$ cat config.mk
export PLATFORM = sky130hd
export DESIGN_NAME = register_file
export DESIGN_NICKNAME = d
export VERILOG_FILES = /design/src/rtl/register_file_pkg.sv /design/src/rtl/register_file.sv
export SDC_FILE = /design/constraint.sdc
export NUM_CORES = 2
export LEC_CHECK = 0
export CAP_MARGIN = 20
export CELL_PAD_IN_SITES_DETAIL_PLACEMENT = 0
export CELL_PAD_IN_SITES_GLOBAL_PLACEMENT = 2
export CORE_MARGIN = 2
export CORE_UTILIZATION = 42
export CTS_CLUSTER_SIZE = 24
export DETAILED_ROUTE_END_ITERATION = 10
export PLACE_DENSITY_LB_ADDON = 0.1
export SLEW_MARGIN = 5
export SYNTH_ARGS = -nofsm -noshare
export SYNTH_HDL_FRONTEND = slang
export SYNTH_SLANG_ARGS = --single-unit
$ cat constraint.sdc
create_clock -name r_clk -period 7.5 [get_ports r_clk]
set_clock_uncertainty 0.1 [all_clocks]
set_input_delay 0.75 -clock r_clk [delete_from_list [all_inputs] [get_ports r_clk]]
set_output_delay 0.75 -clock r_clk [all_outputs]
set_load 0.01 [all_outputs]
$ cat src/rtl/register_file_pkg.sv
// Shared register-file geometry used by decode, writeback and forwarding.
package register_file_pkg;

  localparam int RF_AWIDTH = 5;
  localparam int RF_DWIDTH = 32;
  localparam int RF_NREGS  = 2 ** RF_AWIDTH;

endpackage

$ cat src/rtl/register_file.sv
// 32x32 GPR file: two combinational read ports with same-cycle write bypass, one write port.
// Reads are zero-latency; writes land on the next r_clk rising edge; no backpressure.
module register_file
  import register_file_pkg::*;
#(
  parameter int AWIDTH = RF_AWIDTH,
  parameter int DWIDTH = RF_DWIDTH,
  parameter int NREGS  = RF_NREGS
) (
  input  logic              r_clk,
  input  logic              r_rst,
  input  logic              r_wr_en,
  input  logic [AWIDTH-1:0] r_i_addr_rd,
  input  logic [DWIDTH-1:0] r_i_data_rd,
  input  logic [AWIDTH-1:0] r_i_addr_rs,
  input  logic [AWIDTH-1:0] r_i_addr_rt,
  output logic [DWIDTH-1:0] r_o_data_rs,
  output logic [DWIDTH-1:0] r_o_data_rt
);

  logic [DWIDTH-1:0] regs [NREGS];

  // Entry 0 is never written, so it stays at its reset value of zero.
  always_ff @(posedge r_clk or negedge r_rst) begin
    if (!r_rst) begin
      for (int i = 0; i < NREGS; i++) begin
        regs[i] <= '0;
      end
    end else if (r_wr_en && (r_i_addr_rd != '0)) begin
      regs[r_i_addr_rd] <= r_i_data_rd;
    end
  end

  // Reset forces zero so a bypassed write cannot leak out while the array is held clear.
  function automatic logic [DWIDTH-1:0] read_port(
    input logic              rst_n,
    input logic [AWIDTH-1:0] addr,
    input logic              wr_en,
    input logic [AWIDTH-1:0] wr_addr,
    input logic [DWIDTH-1:0] wr_data,
    input logic [DWIDTH-1:0] stored
  );
    logic [DWIDTH-1:0] dat;
    dat = stored;
    if (!rst_n || (addr == '0)) begin
      dat = '0;
    end else if (wr_en && (addr == wr_addr)) begin
      dat = wr_data;
    end
    return dat;
  endfunction

  assign r_o_data_rs = read_port(r_rst, r_i_addr_rs, r_wr_en, r_i_addr_rd, r_i_data_rd,
                                 regs[r_i_addr_rs]);
  assign r_o_data_rt = read_port(r_rst, r_i_addr_rt, r_wr_en, r_i_addr_rd, r_i_data_rd,
                                 regs[r_i_addr_rt]);

endmodule

* Word level (Yosys, flattened, before mapping) *
Cells that the tools add are included.

cells by class
  order comparisons = 4
  reductions and logical operators = 10
  bitwise operators = 3
  equal/unequal tests = 2
  multiplexer cells = 13

operator list
  operator            number
  $bwmux 1024         1
  $bmux 32 s5         2
  $mux 32             9
  $demux 32 s5        1
  $ge 6x6->1 const B  3
  $not 5->6           3
  $eq 5x5->1          2
  $logic_not 5->1     2
  $lt 6x1->1 const B  1
  $reduce_bool 5->1   1
  $logic_and 1x1->1   4
  $logic_or 1x1->1    2
  $logic_not 1->1     1

word-level totals
  input bits = 50
  register bits = 1024
  logic and storage cells = 64
  output and inout bits = 64

* Longest topological paths before layout *
  depth after elaboration = 6
  depth in mapped cells = 10
  mapped depth without buffers = 5

* Worst setup path before layout *
Ideal clock, no wire load.

  path kind = input to output
  from = in r_i_addr_rt[0]
  to = out r_o_data_rt[18]
  buffers on the path = 5
  arrival = 2.671 ns
  path slack = 3.979 ns
  cell stages on the path = 9
  data required time = 6.650 ns
  path through = buf_2 buf_6 buf_6 buf_6 buf_2 mux4_2 a22oi_1 a21oi_1 a211o_1

between the ends
  word-level cells in the longest chain between the ends = 6

RTL lines
  element                                     RTL line             text
  start, declared                             register_file.sv:16  input logic [AWIDTH-1:0] r_i_addr_rt,
  $not 5->6 (implied by the code)             register_file.sv:56  regs[r_i_addr_rt]);
  $bmux 32 s5                                 register_file.sv:56
  $mux 32 (implied by the code) (2 in a row)  register_file.sv:56
  $mux 32                                     register_file.sv:47  end else if (wr_en && (addr == wr_addr)) begin
  $mux 32 *                                   register_file.sv:45  if (!rst_n || (addr == '0)) begin
  end, declared                               register_file.sv:18  output logic [DWIDTH-1:0] r_o_data_rt

Mark *: on every way between the ends. The rest lies on a longest branch, timed or not. The select of a mux whose other input is x is not followed.

* Worst setup path in the final report *
  from = in r_i_addr_rt[1]
  to = out r_o_data_rt[7]

The elaborated chain is that of the path after synthesis.

==> impl_results.md <==
* Crit path max fanout at 123
* Total routed wirelength at 185 mm
* Int Power at 12.3 mW
* Clock power frac at 36.8%
* Height of the die at 364 um
* Post-Synthesis Cells at 3,581
* Largest registers: regs (1024)
* Final-report hold violation count at 0
* Total number of yosys warnings at 0
* Die X at 364 um
* Via count at 34,700
* Worst path required time at 6650 ps
* Slew Viols, Final at 0
* Number of synthesized flops with an enable pin at 0
* MaxCap Viol Count at 0
* # setup viols final at 0
* Final clock period utilization by the worst path at 68.1%
* Fraction of layout cells with a size suffix above 1 at 50.3%
* Distinct cells, synth at 38
* DR top layer: met5
* Worst vdd ir at 214 uV
* Path category of the worst min-delay check: reg2reg
* Total iterations of the first detailed-routing run at 5
* Routed length per instance at 34.5 um
* Leading area contributor after synthesis: sky130_fd_sc_hd__dfrtp_1
* Fmax at 196 MHz
* Share of Yosys cell area claimed by the top area cell type at 47.1%
* Clock-pin slew on the worst setup and hold paths at 60 ps
* TritonCTS clock tree: yes
* Total I/O pin count at 114
* RD Place Congestion at 0.795
* Delay of the slowest critical-path stage at 700 ps
* Die Area at 132,000 um2
* Count of nets after finishing at 3,568
* Post-synthesis cell area at 54,400 um2
* Initial DRC Count at 2,944
* Met2 wirelength from detailed routing at 90.6 mm
* Flip-flop count of the largest register, all copies and words added at 1,024
* Rows at 132
* Most common cell type on the critical path: sky130_fd_sc_hd__mux4_2
* Clock tree root buffer cell: sky130_fd_sc_hd__clkbuf_16
* Slowest CP cell: sky130_fd_sc_hd__buf_12
* Number of buffers inserted by port buffering at 113
* RSZ-0062 raised after global routing: false
* # H-tree levels at 3
* Synth async-reset ratio at 100%
* Post-placement worst setup slack at 2450 ps
* Mean instance size in the synthesized netlist at 15.2 um2
* Area Growth Syn to Fin at 13.6%
* Library cell with the highest instance count after synthesis: sky130_fd_sc_hd__dfrtp_1
* Power density over the cells at 273 nW/um2
* Synth top cells by count: sky130_fd_sc_hd__dfrtp_1 (1,024), sky130_fd_sc_hd__mux2_2 (964), sky130_fd_sc_hd__mux4_2 (480)
* Crit Path Class: in2out
* Combinational cell fraction of total power at 19.6%
* Cells along the critical path: buf_8, buf_12, mux4_2, mux4_2, nor2b_1, a211o_1, clkdlybuf4s50_1
* Max-slew headroom at the worst pin at 23.2%
* Portion of the post-synthesis area used by sequential elements at 47.1%
* Setup slack of the critical path after layout at 2400 ps
* Leading post-synthesis cells by cell area: sky130_fd_sc_hd__dfrtp_1 (47%), sky130_fd_sc_hd__mux2_2 (20%), sky130_fd_sc_hd__mux4_2 (20%)
* Switching power total at 4.53 mW
* Number of antenna violations at the first check in global routing at 2
* Ys flop type: sky130_fd_sc_hd__dfrtp_1
* Top reg by flops: regs
* Count of unresolved DRC violations after routing at 0
* Pin count of the biggest net entering global routing at 181
* Smallest hold slack at 293 ps
* Clock network latency to the later pin of the worst-skew pair at 740 ps
* Reported leakage power at 26.4 nW
* Met3 WL post-DR at 10.7 mm
* Worst-margin pin slew at 1150 ps
* Post-Route M1 WL at 78.2 mm
* Overall fraction of global-route tracks in use at 28.2%
* Number of synthesized register bits at 1,024
* Core box area at 129,000 um2
* DRT antenna net count at 0
* Number of global-route vias before repair at 36,800
* Effective utilization at floorplan at 42.2%
* Share of total power in sequential cells at 43.5%
* Setup tns final at 0 ps
* Wire length of the first global-routing pass at 269 mm
* Setup crit start kind: primary input
* Arrival time worst endpoint at 4250 ps
* Post-CTS setup buffer count at 0
* Overall overflow remaining after global route at 0
* CTS buffer count at 120
* Run status: completed
* Synthesized net count at 3,631
* Shortest clock period the worst path allows after layout at 5100 ps
* Switching share of power at 26.8%
* Worst-case clock buffer depth at 3
* Detailed Place HPWL at 105 mm
* Mean number of vias per cell at 6.47
* Clk sinks at 1,024
* Crit path capture type: output port
## placed cells by master, fill, tap and decap left out, types with 64 or more instances in the layout
cell                              synthesis  routed
sky130_fd_sc_hd__a22oi_1                160     160
sky130_fd_sc_hd__buf_4                    7      85
sky130_fd_sc_hd__mux4_2                 480     480
sky130_fd_sc_hd__a221oi_1                64      64
sky130_fd_sc_hd__a21oi_1                 97      97
sky130_fd_sc_hd__mux2_2                 964     964
sky130_fd_sc_hd__dfrtp_1               1024    1024
sky130_fd_sc_hd__a211o_1                 64      64
sky130_fd_sc_hd__clkdlybuf4s50_1          0     104
sky130_fd_sc_hd__mux2i_1                128     128
sky130_fd_sc_hd__clkbuf_16                0     121
## final cells by class
cell class,instances,area (um2)
Fill cell,11000,67200
Multi-Input combinational cell,2132,27300
Tap cell,1742,2180
Clock inverter,46,686
Sequential cell,1024,25600
Clock buffer,174,3500
Inverter,3,11.3
Timing Repair Buffer,237,2530
Antenna cell,2,5.00
## final timing paths
kind,start,to,slack (ps),cells after the start
setup / recovery,r_i_addr_rt[1],r_o_data_rt[7],2400,7
max in group asynchronous,r_rst,regs[954],3750,5
hold / removal,regs[995],regs[995],290,0
setup reg to reg,regs[370],regs[370],6580,1
hold reg to reg,regs[995],regs[995],290,0
min in group asynchronous,r_rst,regs[563],510,2
## power groups by stage
stage	registers, mW	clock network [mW]	logic [mW]
after floorplan	7.14	0	2.47
after global placement	7.29	0	3.22
after detailed placement	7.41	0	3.30
after CTS	7.31	6.35	3.32
after global routing	7.46	6.58	3.54
final	7.34	6.21	3.31
## metrics by stage
stage	power, mW	cell area, um2	utilization [%]	std cells
6_report	16.9	61800	47.9	5360
5_1_grt	17.6	61800	47.9	5358
4_1_cts	17.0	61400	47.6	5338
3_5_place_dp	10.7	57200	44.4	5117
3_3_place_gp	10.5	57200	44.3	5113
2_1_floorplan	9.61	54400	-	3581
## critical path: cells and delay by family
family / cells / cell delay, ps
and+or+nand+nor: 1 / 170
buffers and inverters: 3 / 1780
muxes: 2 / 960
AOI/OAI and AO/OA: 1 / 350
## per-layer routing
metal  vias up  track usage (%)
met2      1164             46.6
met4         2             7.77
li1      13900                -
met3       303             5.12
met1     19300             38.2
met5         -                0
## cell families (layout without fill, tap and decap cells)
group	Yosys count	in the layout	synth area share, %
mux	1600	1600	42.8
compound gates	423	423	5.70
buf+inv	425	460	3.31
xor+xnor	9	9	0.145
flops	1024	1024	47.1
simple gates	100	100	0.984
other cells	0	2	0
## repair_timing
action | 4_1_cts | 5_1_grt
hold buffers | 1 | 0
resized for setup | 0 | 0
endpoints found under the hold margin | 68 | 0
No activity file was read; power rests on OpenSTA's default activity.
